--- src/rtl/ysyx_25040129_mem_arbiter.sv ---
`default_nettype none
// ============================================================================
// Module  : ysyx_25040129_mem_arbiter
// Brief   : Two-master / one-slave AXI arbiter (ICACHE burst reads, LSU single beats)
// Revision: 1.0
// ============================================================================
module ysyx_25040129_mem_arbiter #(
  parameter int ADDR_W   = 32,
  parameter int DATA_W   = 32,
  parameter int FIX_PRIO = 0
) (
  input  logic                clk,
  input  logic                rst_n,
  // M0: ICACHE read
  input  logic [ADDR_W-1:0]   i_m0_araddr,
  input  logic [7:0]          i_m0_arlen,
  input  logic [1:0]          i_m0_arburst,
  input  logic                i_m0_arvalid,
  output logic                o_m0_arready,
  output logic [DATA_W-1:0]   o_m0_rdata,
  output logic [1:0]          o_m0_rresp,
  output logic                o_m0_rlast,
  output logic                o_m0_rvalid,
  input  logic                i_m0_rready,
  // M1: LSU read/write
  input  logic [ADDR_W-1:0]   i_m1_araddr,
  input  logic                i_m1_arvalid,
  output logic                o_m1_arready,
  output logic [DATA_W-1:0]   o_m1_rdata,
  output logic [1:0]          o_m1_rresp,
  output logic                o_m1_rvalid,
  input  logic                i_m1_rready,
  input  logic [ADDR_W-1:0]   i_m1_awaddr,
  input  logic                i_m1_awvalid,
  output logic                o_m1_awready,
  input  logic [DATA_W-1:0]   i_m1_wdata,
  input  logic [DATA_W/8-1:0] i_m1_wstrb,
  input  logic                i_m1_wvalid,
  output logic                o_m1_wready,
  output logic [1:0]          o_m1_bresp,
  output logic                o_m1_bvalid,
  input  logic                i_m1_bready,
  // Slave memory port
  output logic [ADDR_W-1:0]   o_s_araddr,
  output logic [7:0]          o_s_arlen,
  output logic [1:0]          o_s_arburst,
  output logic                o_s_arvalid,
  input  logic                i_s_arready,
  input  logic [DATA_W-1:0]   i_s_rdata,
  input  logic [1:0]          i_s_rresp,
  input  logic                i_s_rlast,
  input  logic                i_s_rvalid,
  output logic                o_s_rready,
  output logic [ADDR_W-1:0]   o_s_awaddr,
  output logic                o_s_awvalid,
  input  logic                i_s_awready,
  output logic [DATA_W-1:0]   o_s_wdata,
  output logic [DATA_W/8-1:0] o_s_wstrb,
  output logic                o_s_wlast,
  output logic                o_s_wvalid,
  input  logic                i_s_wready,
  input  logic [1:0]          i_s_bresp,
  input  logic                i_s_bvalid,
  output logic                o_s_bready
);

  localparam logic [1:0] c_BURST_INCR = 2'b01;
  localparam logic [7:0] c_LEN_SINGLE = 8'd0;

  typedef enum logic [2:0] {
    S_IDLE  = 3'd0,
    S_M0_AR = 3'd1,
    S_M0_R  = 3'd2,
    S_M1_AR = 3'd3,
    S_M1_R  = 3'd4,
    S_M1_WR = 3'd5,
    S_M1_B  = 3'd6
  } state_t;

  state_t r_state;
  state_t w_next;
  logic   r_last_m1;   // 1: M1 held the most recent grant
  logic   r_aw_done;
  logic   r_w_done;

  logic w_m0_req;
  logic w_m1_req;
  logic w_pick_m1;
  logic w_aw_hs;
  logic w_w_hs;
  logic w_wr_done;

  assign w_m0_req  = i_m0_arvalid;
  assign w_m1_req  = i_m1_arvalid | i_m1_awvalid;
  assign w_pick_m1 = (FIX_PRIO != 0) ? w_m1_req
                                     : (w_m1_req & (!w_m0_req || !r_last_m1));

  // Handshakes are derived from inputs and flags only, keeping them free of output feedback
  assign w_aw_hs   = (r_state == S_M1_WR) & i_m1_awvalid & ~r_aw_done & i_s_awready;
  assign w_w_hs    = (r_state == S_M1_WR) & i_m1_wvalid  & ~r_w_done  & i_s_wready;
  assign w_wr_done = (r_state == S_M1_WR) & (r_aw_done | w_aw_hs) & (r_w_done | w_w_hs);

  always_ff @(posedge clk or negedge rst_n) begin
    if (!rst_n) begin
      r_state   <= S_IDLE;
      r_last_m1 <= 1'b1;
      r_aw_done <= 1'b0;
      r_w_done  <= 1'b0;
    end else begin
      r_state <= w_next;
      if (r_state == S_M0_AR && i_m0_arvalid && i_s_arready) begin
        r_last_m1 <= 1'b0;
      end
      if (r_state == S_M1_AR && i_m1_arvalid && i_s_arready) begin
        r_last_m1 <= 1'b1;
      end
      if (w_wr_done) begin
        r_aw_done <= 1'b0;
        r_w_done  <= 1'b0;
        r_last_m1 <= 1'b1;
      end else begin
        r_aw_done <= r_aw_done | w_aw_hs;
        r_w_done  <= r_w_done  | w_w_hs;
      end
    end
  end

  always_comb begin
    w_next       = r_state;
    o_m0_arready = 1'b0;
    o_m0_rdata   = '0;
    o_m0_rresp   = '0;
    o_m0_rlast   = 1'b0;
    o_m0_rvalid  = 1'b0;
    o_m1_arready = 1'b0;
    o_m1_rdata   = '0;
    o_m1_rresp   = '0;
    o_m1_rvalid  = 1'b0;
    o_m1_awready = 1'b0;
    o_m1_wready  = 1'b0;
    o_m1_bresp   = '0;
    o_m1_bvalid  = 1'b0;
    o_s_araddr   = '0;
    o_s_arlen    = '0;
    o_s_arburst  = '0;
    o_s_arvalid  = 1'b0;
    o_s_rready   = 1'b0;
    o_s_awaddr   = '0;
    o_s_awvalid  = 1'b0;
    o_s_wdata    = '0;
    o_s_wstrb    = '0;
    o_s_wlast    = 1'b0;
    o_s_wvalid   = 1'b0;
    o_s_bready   = 1'b0;
    case (r_state)
      S_IDLE: begin
        if (w_m0_req || w_m1_req) begin
          if (w_pick_m1) begin
            w_next = i_m1_awvalid ? S_M1_WR : S_M1_AR;
          end else begin
            w_next = S_M0_AR;
          end
        end
      end
      S_M0_AR: begin
        o_s_araddr   = i_m0_araddr;
        o_s_arlen    = i_m0_arlen;
        o_s_arburst  = i_m0_arburst;
        o_s_arvalid  = i_m0_arvalid;
        o_m0_arready = i_s_arready;
        if (i_m0_arvalid && i_s_arready) w_next = S_M0_R;
      end
      S_M0_R: begin
        o_m0_rdata  = i_s_rdata;
        o_m0_rresp  = i_s_rresp;
        o_m0_rlast  = i_s_rlast;
        o_m0_rvalid = i_s_rvalid;
        o_s_rready  = i_m0_rready;
        if (i_s_rvalid && i_m0_rready && i_s_rlast) w_next = S_IDLE;
      end
      S_M1_AR: begin
        o_s_araddr   = i_m1_araddr;
        o_s_arlen    = c_LEN_SINGLE;
        o_s_arburst  = c_BURST_INCR;
        o_s_arvalid  = i_m1_arvalid;
        o_m1_arready = i_s_arready;
        if (i_m1_arvalid && i_s_arready) w_next = S_M1_R;
      end
      S_M1_R: begin
        // The LSU always issues single beats, so the slave's rlast is not consulted
        o_m1_rdata  = i_s_rdata;
        o_m1_rresp  = i_s_rresp;
        o_m1_rvalid = i_s_rvalid;
        o_s_rready  = i_m1_rready;
        if (i_s_rvalid && i_m1_rready) w_next = S_IDLE;
      end
      S_M1_WR: begin
        o_s_awaddr   = i_m1_awaddr;
        o_s_awvalid  = i_m1_awvalid & ~r_aw_done;
        o_m1_awready = i_s_awready & ~r_aw_done;
        o_s_wdata    = i_m1_wdata;
        o_s_wstrb    = i_m1_wstrb;
        o_s_wlast    = 1'b1;
        o_s_wvalid   = i_m1_wvalid & ~r_w_done;
        o_m1_wready  = i_s_wready & ~r_w_done;
        if (w_wr_done) w_next = S_M1_B;
      end
      S_M1_B: begin
        o_m1_bresp  = i_s_bresp;
        o_m1_bvalid = i_s_bvalid;
        o_s_bready  = i_m1_bready;
        if (i_s_bvalid && i_m1_bready) w_next = S_IDLE;
      end
      default: w_next = S_IDLE;
    endcase
  end

endmodule
`default_nettype wire

--- config.mk ---
export PLATFORM = sky130hd
export DESIGN_NAME = ysyx_25040129_mem_arbiter
export DESIGN_NICKNAME = d
export VERILOG_FILES = /design/src/rtl/ysyx_25040129_mem_arbiter.sv
export SDC_FILE = /design/constraint.sdc
export NUM_CORES = 1
export LEC_CHECK = 0
export BUFFER_PORTS_ARGS = -buffer_cell sky130_fd_sc_hd__buf_2
export CORE_AREA = 2 2 152 154
export CTS_CLUSTER_SIZE = 30
export DETAILED_ROUTE_END_ITERATION = 12
export DIE_AREA = 0 0 154 156
export HOLD_SLACK_MARGIN = 0.02
export PLACE_DENSITY_LB_ADDON = 0.3
export SKIP_LAST_GASP = 1
export SLEW_MARGIN = 0
export SYNTH_ARGS = -nofsm -noshare
export SYNTH_HDL_FRONTEND = slang
export SYNTH_SLANG_ARGS = --single-unit
--- constraint.sdc ---
create_clock -name clk -period 3.7 [get_ports clk]
set_input_delay 0.74 -clock clk [delete_from_list [all_inputs] [get_ports clk]]
set_output_delay 0.74 -clock clk [all_outputs]
set_load 0.005 [all_outputs]
Word level (Yosys, flattened, before mapping)

Cells that the tools add are included.

Flip-flop bits (word level): 6
Input port bits: 193
Output and inout bits: 194
Word-level logic and storage cells: 92

Equal/unequal tests: 13
Mux-type cells: 40
Bitwise logic cells: 18
Reduce and logical (&&, ||, !) cells: 17

Operator list:

| cell                                                  | number |
|---|---|
| two-way mux 32 bit                                    | 4 |
| case mux 32 bit (2 select lines)                      | 1 |
| two-way mux 3 bit                                     | 9 |
| case mux 3 bit (7 select lines)                       | 1 |
| two-way mux 1 bit                                     | 17 |
| bitwise AND 1 bit                                     | 13 |
| logical AND 1 bit                                     | 10 |
| inequality test 2 bit, second input constant          | 5 |
| == test 3 bit, second input constant                  | 3 |
| two-way mux 8 bit                                     | 1 |
| AND reduction 7 bit                                   | 1 |
| == test 3 x 2 -> 1 bit, second input constant         | 2 |
| two-way mux 2 bit                                     | 3 |
| two-way mux 4 bit                                     | 1 |
| inequality test 2 x 1 -> 1 bit, second input constant | 2 |
| case mux 1 bit (2 select lines)                       | 2 |
| case mux 2 bit (2 select lines)                       | 1 |
| == test 3 x 1 -> 1 bit, second input constant         | 1 |
| zero test 3 bit                                       | 1 |
| bitwise OR 1 bit                                      | 3 |
| nonzero test 3 bit                                    | 1 |
| zero test 1 bit                                       | 2 |
| logical OR 1 bit                                      | 2 |
| inverter 1 bit                                        | 2 |

Logic depth before layout (Yosys ltp)

Word-level depth: 9
Gate-level depth with buffers: 7

Worst setup path after synthesis

Ideal clock, no wire load.

Kind: reg2out
From: register r_state[2]
To: output port o_s_araddr[11]
Arrival time: 1311 ps
Data required time: 2960 ps
Slack: 1649 ps
Stages on the path, launching flop included: 6
Path buffers: 2
Cell sequence: dfrtp_1 buf_4 nand2b_1 nor2_2 buf_2 a22o_1

Word-level cells in the longest chain between the ends: 2
Elaborated cells between the ends (all ways): 3
Those cells by class: eq/ne: 2; mux: 1

Ends and longest elaborated chain:

| element                                                                 | RTL line | RTL |
|---|---|---|
| start, declared                                                         | 80       | `state_t r_state;` |
| start signal, assigned                                                  | 110      | `r_state <= w_next;` |
| == test 3 x 2 -> 1 bit / == test 3 x 1 -> 1 bit (equally long branches) | 155      | `case (r_state)` |
| case mux 32 bit (2 select lines) (*)                                    | 155      |  |
| end, declared                                                           | 44       | `output logic [ADDR_W-1:0] o_s_araddr,` |

Mark *: on every way between the ends. The rest lies on a longest branch, timed or not.

Worst setup path after layout

From: register r_state[1]
To: output port o_s_wdata[9]

Word-level cells in the longest chain between the ends: 2

Ends and longest elaborated chain:

| element            | RTL line | RTL |
|---|---|---|
| == test 3 bit      | 155      |  |
| two-way mux 32 bit | 155      |  |
| end, declared      | 57       | `output logic [DATA_W-1:0] o_s_wdata,` |

No other way between the ends.

==> flow_metrics.env <==
export IMPL_synth_warnings=0
export IMPL_cts_sinks=6
export IMPL_cts_root_buffer="clkbuf_16"
export IMPL_post_dp_cell_area_um2=4041
export IMPL_p_leak_uw=0.002636
export IMPL_power_share_switching=0.4592
export IMPL_stdcell_count=921
export IMPL_slowest_delay_ns=0.68
export IMPL_dp_hpwl_mm=11.52
export IMPL_fin_worst_skew_ns=0.003959
export IMPL_cts_hold_buf=0
export IMPL_power_switching_uw=810.7
export IMPL_synth_seq_cells=6
export IMPL_cts_tree="built"
export IMPL_final_util=0.1842
export IMPL_core_um2=22370
export IMPL_syn_num_nets=459
export IMPL_path_max_fanout=73
export IMPL_pwr_share_clk=0.104
export IMPL_track_usage=0.09448
export IMPL_p_per_area_nw_per_um2=428.4
export IMPL_num_vias=3299
export IMPL_synth_seq_area_share=0.08259
export IMPL_via_per_inst=3.582
export IMPL_seqPwrFrac=0.093
export IMPL_synthArstFlopShare=1.000
export IMPL_slowest_stage="inv_2"
export IMPL_die_area_um2=24020
export IMPL_drc=0
export IMPL_p_total_uw=1765
export IMPL_peakVddDrop_uv=173.2
export IMPL_drv_cap=0
export IMPL_htreeDepth=1
export IMPL_nets=830
export IMPL_finalInstanceArea_um2=4120
export IMPL_synth_top_area_frac=0.5256
export IMPL_pin_count=387
export IMPL_ys_types=31
export IMPL_fin_setup_tns_ns=0
export IMPL_routed_wl_mm=13.00
export IMPL_min_period_ns=2.958
export IMPL_setup_worst_path_start_class="flop"
export IMPL_slew_violations=0
export IMPL_r2r_start="r_state[1]"
export IMPL_clk_path_buf_depth=2
export IMPL_gr_total_overflow=0
export IMPL_netlist_area_um2=1833
export IMPL_ys_top_cells_by_count="and2_1 (154), a22o_1 (33), clkbuf_1 (13)"
export IMPL_grt_pass1_wl_mm=17.53
export IMPL_post_drt_wl_per_cell_um=14.12
export IMPL_relSlewSlack=0.4487
export IMPL_hold_viol=0
export IMPL_start_util=0.08196
export IMPL_grt_max_degree=74
export IMPL_globalplace_congestion=0.8069
export IMPL_met3_length_mm=1.212
export IMPL_crit_type="flop to output pin"
export IMPL_die_x_um=154
export IMPL_die_h_um=156
export IMPL_p_int_uw=954.5
export IMPL_r2r_slack_ns=1.71
export IMPL_n_fill_cell=2608
export IMPL_cts_buffers=3
export IMPL_clk_insertion_delay_late_ns=0.23
export IMPL_worstPathRequired_ns=2.96
export IMPL_syn_to_final_growth_pct=124.8
export IMPL_synth_most_common_cell="and2_1"
export IMPL_min_path_type="primary input to asynchronous set/reset pin"
export IMPL_cts_resized=0
export IMPL_path_cells="inv_1, nand3_1, inv_2, and2_1, buf_2"
export IMPL_portBuffers=386
export IMPL_cp_arrival_ns=2.22
export IMPL_cts_setup_buffers=0
export IMPL_m1WireLength_mm=4.645
export IMPL_met2_length_mm=7.042
export IMPL_antenna_found_initial=0
export IMPL_tightest_slew_ns=0.8257
export IMPL_regToRegEndpoint="r_state[2]"
export IMPL_max_freq_ghz=0.3380
export IMPL_end_kind="output pin"
export IMPL_status="complete, no violations"
export IMPL_syn_area_per_cell_um2=6.891
export IMPL_drive_gt1_frac=0.6321
export IMPL_yosysTopAreaCell="and2_1"
export IMPL_rsz0062_at_grt="false"
export IMPL_synth_cells=266
export IMPL_r2r_cells=6
export IMPL_first_pass_iters=4
export IMPL_top_layer="met4"
export IMPL_min_period_over_period=0.7996
export IMPL_setup_violations_final=0
export IMPL_diodes=0
export IMPL_drt_iter0_drc=153
export IMPL_yosys_top_cells_area="and2_1 (53%), a22o_1 (16%), dfrtp_1 (6.8%)"
export IMPL_grt_pass1_vias=3079
export IMPL_synth_edf_count=0
export IMPL_p_comb_frac=0.804
export IMPL_place_inst=917
export IMPL_cts_clk_slew_worst_paths_ns=0.04
export IMPL_rows=55
export IMPL_drtAntennaViolNets=0
export IMPL_synth_top_flop_cell="dfrtp_1"
[worst max path at each step]
stage | start | endpoint | slack (ns) | cells after the start
2_1_floorplan | r_state[2] | o_s_araddr[11] | 1.65 | 5
4_1_cts | r_state[1] | o_s_wdata[9] | 0.70 | 5
3_3_place_gp | r_state[1] | o_s_wdata[9] | 1.03 | 5
6_report | r_state[1] | o_s_wdata[9] | 0.74 | 5
3_5_place_dp | r_state[1] | o_s_wdata[9] | 0.94 | 5
5_1_grt | r_state[1] | o_s_wdata[9] | 0.54 | 5
[critical path, delay by kind of cell, from the launching register on]
| family | cells | cell delay, ns |
|---|---|---|
| DFF | 1 | 0.50 |
| and+or+nand+nor | 2 | 0.48 |
| buffers and inverters | 3 | 0.98 |
[routing by layer]
metal,up-vias,global-route usage
met5,-,0
met4,0,0.01424
met3,9,0.02028
met2,249,0.1999
met1,1420,0.09441
li1,1621,-
[flip-flops by register name (all words and copies together) (netlist names)]
name       cells
r_state        3
r_aw_done      1
r_last_m1      1
r_w_done       1
[cells in the final DEF (no fill, tap or decap), types with 2 or more instances in the layout]
| cell type | instances |
|---|---|
| and2_1 | 154 |
| a21oi_1 | 3 |
| nor3b_1 | 3 |
| a22o_1 | 33 |
| nor2_2 | 2 |
| nor2_1 | 7 |
| a221o_1 | 2 |
| nand2b_1 | 2 |
| dfrtp_1 | 5 |
| clkbuf_16 | 3 |
| a21o_1 | 3 |
| nand2_1 | 5 |
| mux2i_1 | 2 |
| buf_2 | 386 |
| buf_4 | 4 |
| nand3_1 | 3 |
| inv_1 | 2 |
| a31oi_1 | 3 |
[per-stage QoR]
step	hold slack, ns	setup WS [ns]
floorplan	0.4444	1.649
global placement	0.5419	1.027
detailed placement	0.5607	0.9446
CTS	0.3341	0.6972
global route	0.3384	0.5380
finish	0.3300	0.7416
[final cells by class]
| type | instances | area (µm²) | share of cell area |
|---|---|---|---|
| multi-input combinational | 233 | 1560 | 0.3787 |
| clock buffer | 4 | 78.83 | 0.01913 |
| tap | 285 | 356.6 | 0.08655 |
| sequential | 6 | 151.4 | 0.03674 |
| timing repair buffer | 390 | 1962 | 0.4762 |
| inverter | 3 | 11.26 | 0.002733 |
[kinds of logic after synthesis]
logic type,Yosys count,synth area share
AND/OR/NAND/NOR,183,0.6198
AO/OA/AOI/OAI,48,0.2177
buffers and inverters,27,0.06894
flip-flops,6,0.08260
multiplexers,2,0.01092
[power groups by stage]
| stage | Clock (µW) | Combinational (µW) | Sequential (µW) |
|---|---|---|---|
| floorplan | 0 | 811 | 117 |
| global placement | 0 | 1450 | 161 |
| detailed placement | 0 | 1440 | 162 |
| CTS | 186 | 1450 | 163 |
| global route | 192 | 1570 | 172 |
| finish | 183 | 1420 | 164 |
No activity file was read; power rests on OpenSTA's default activity.
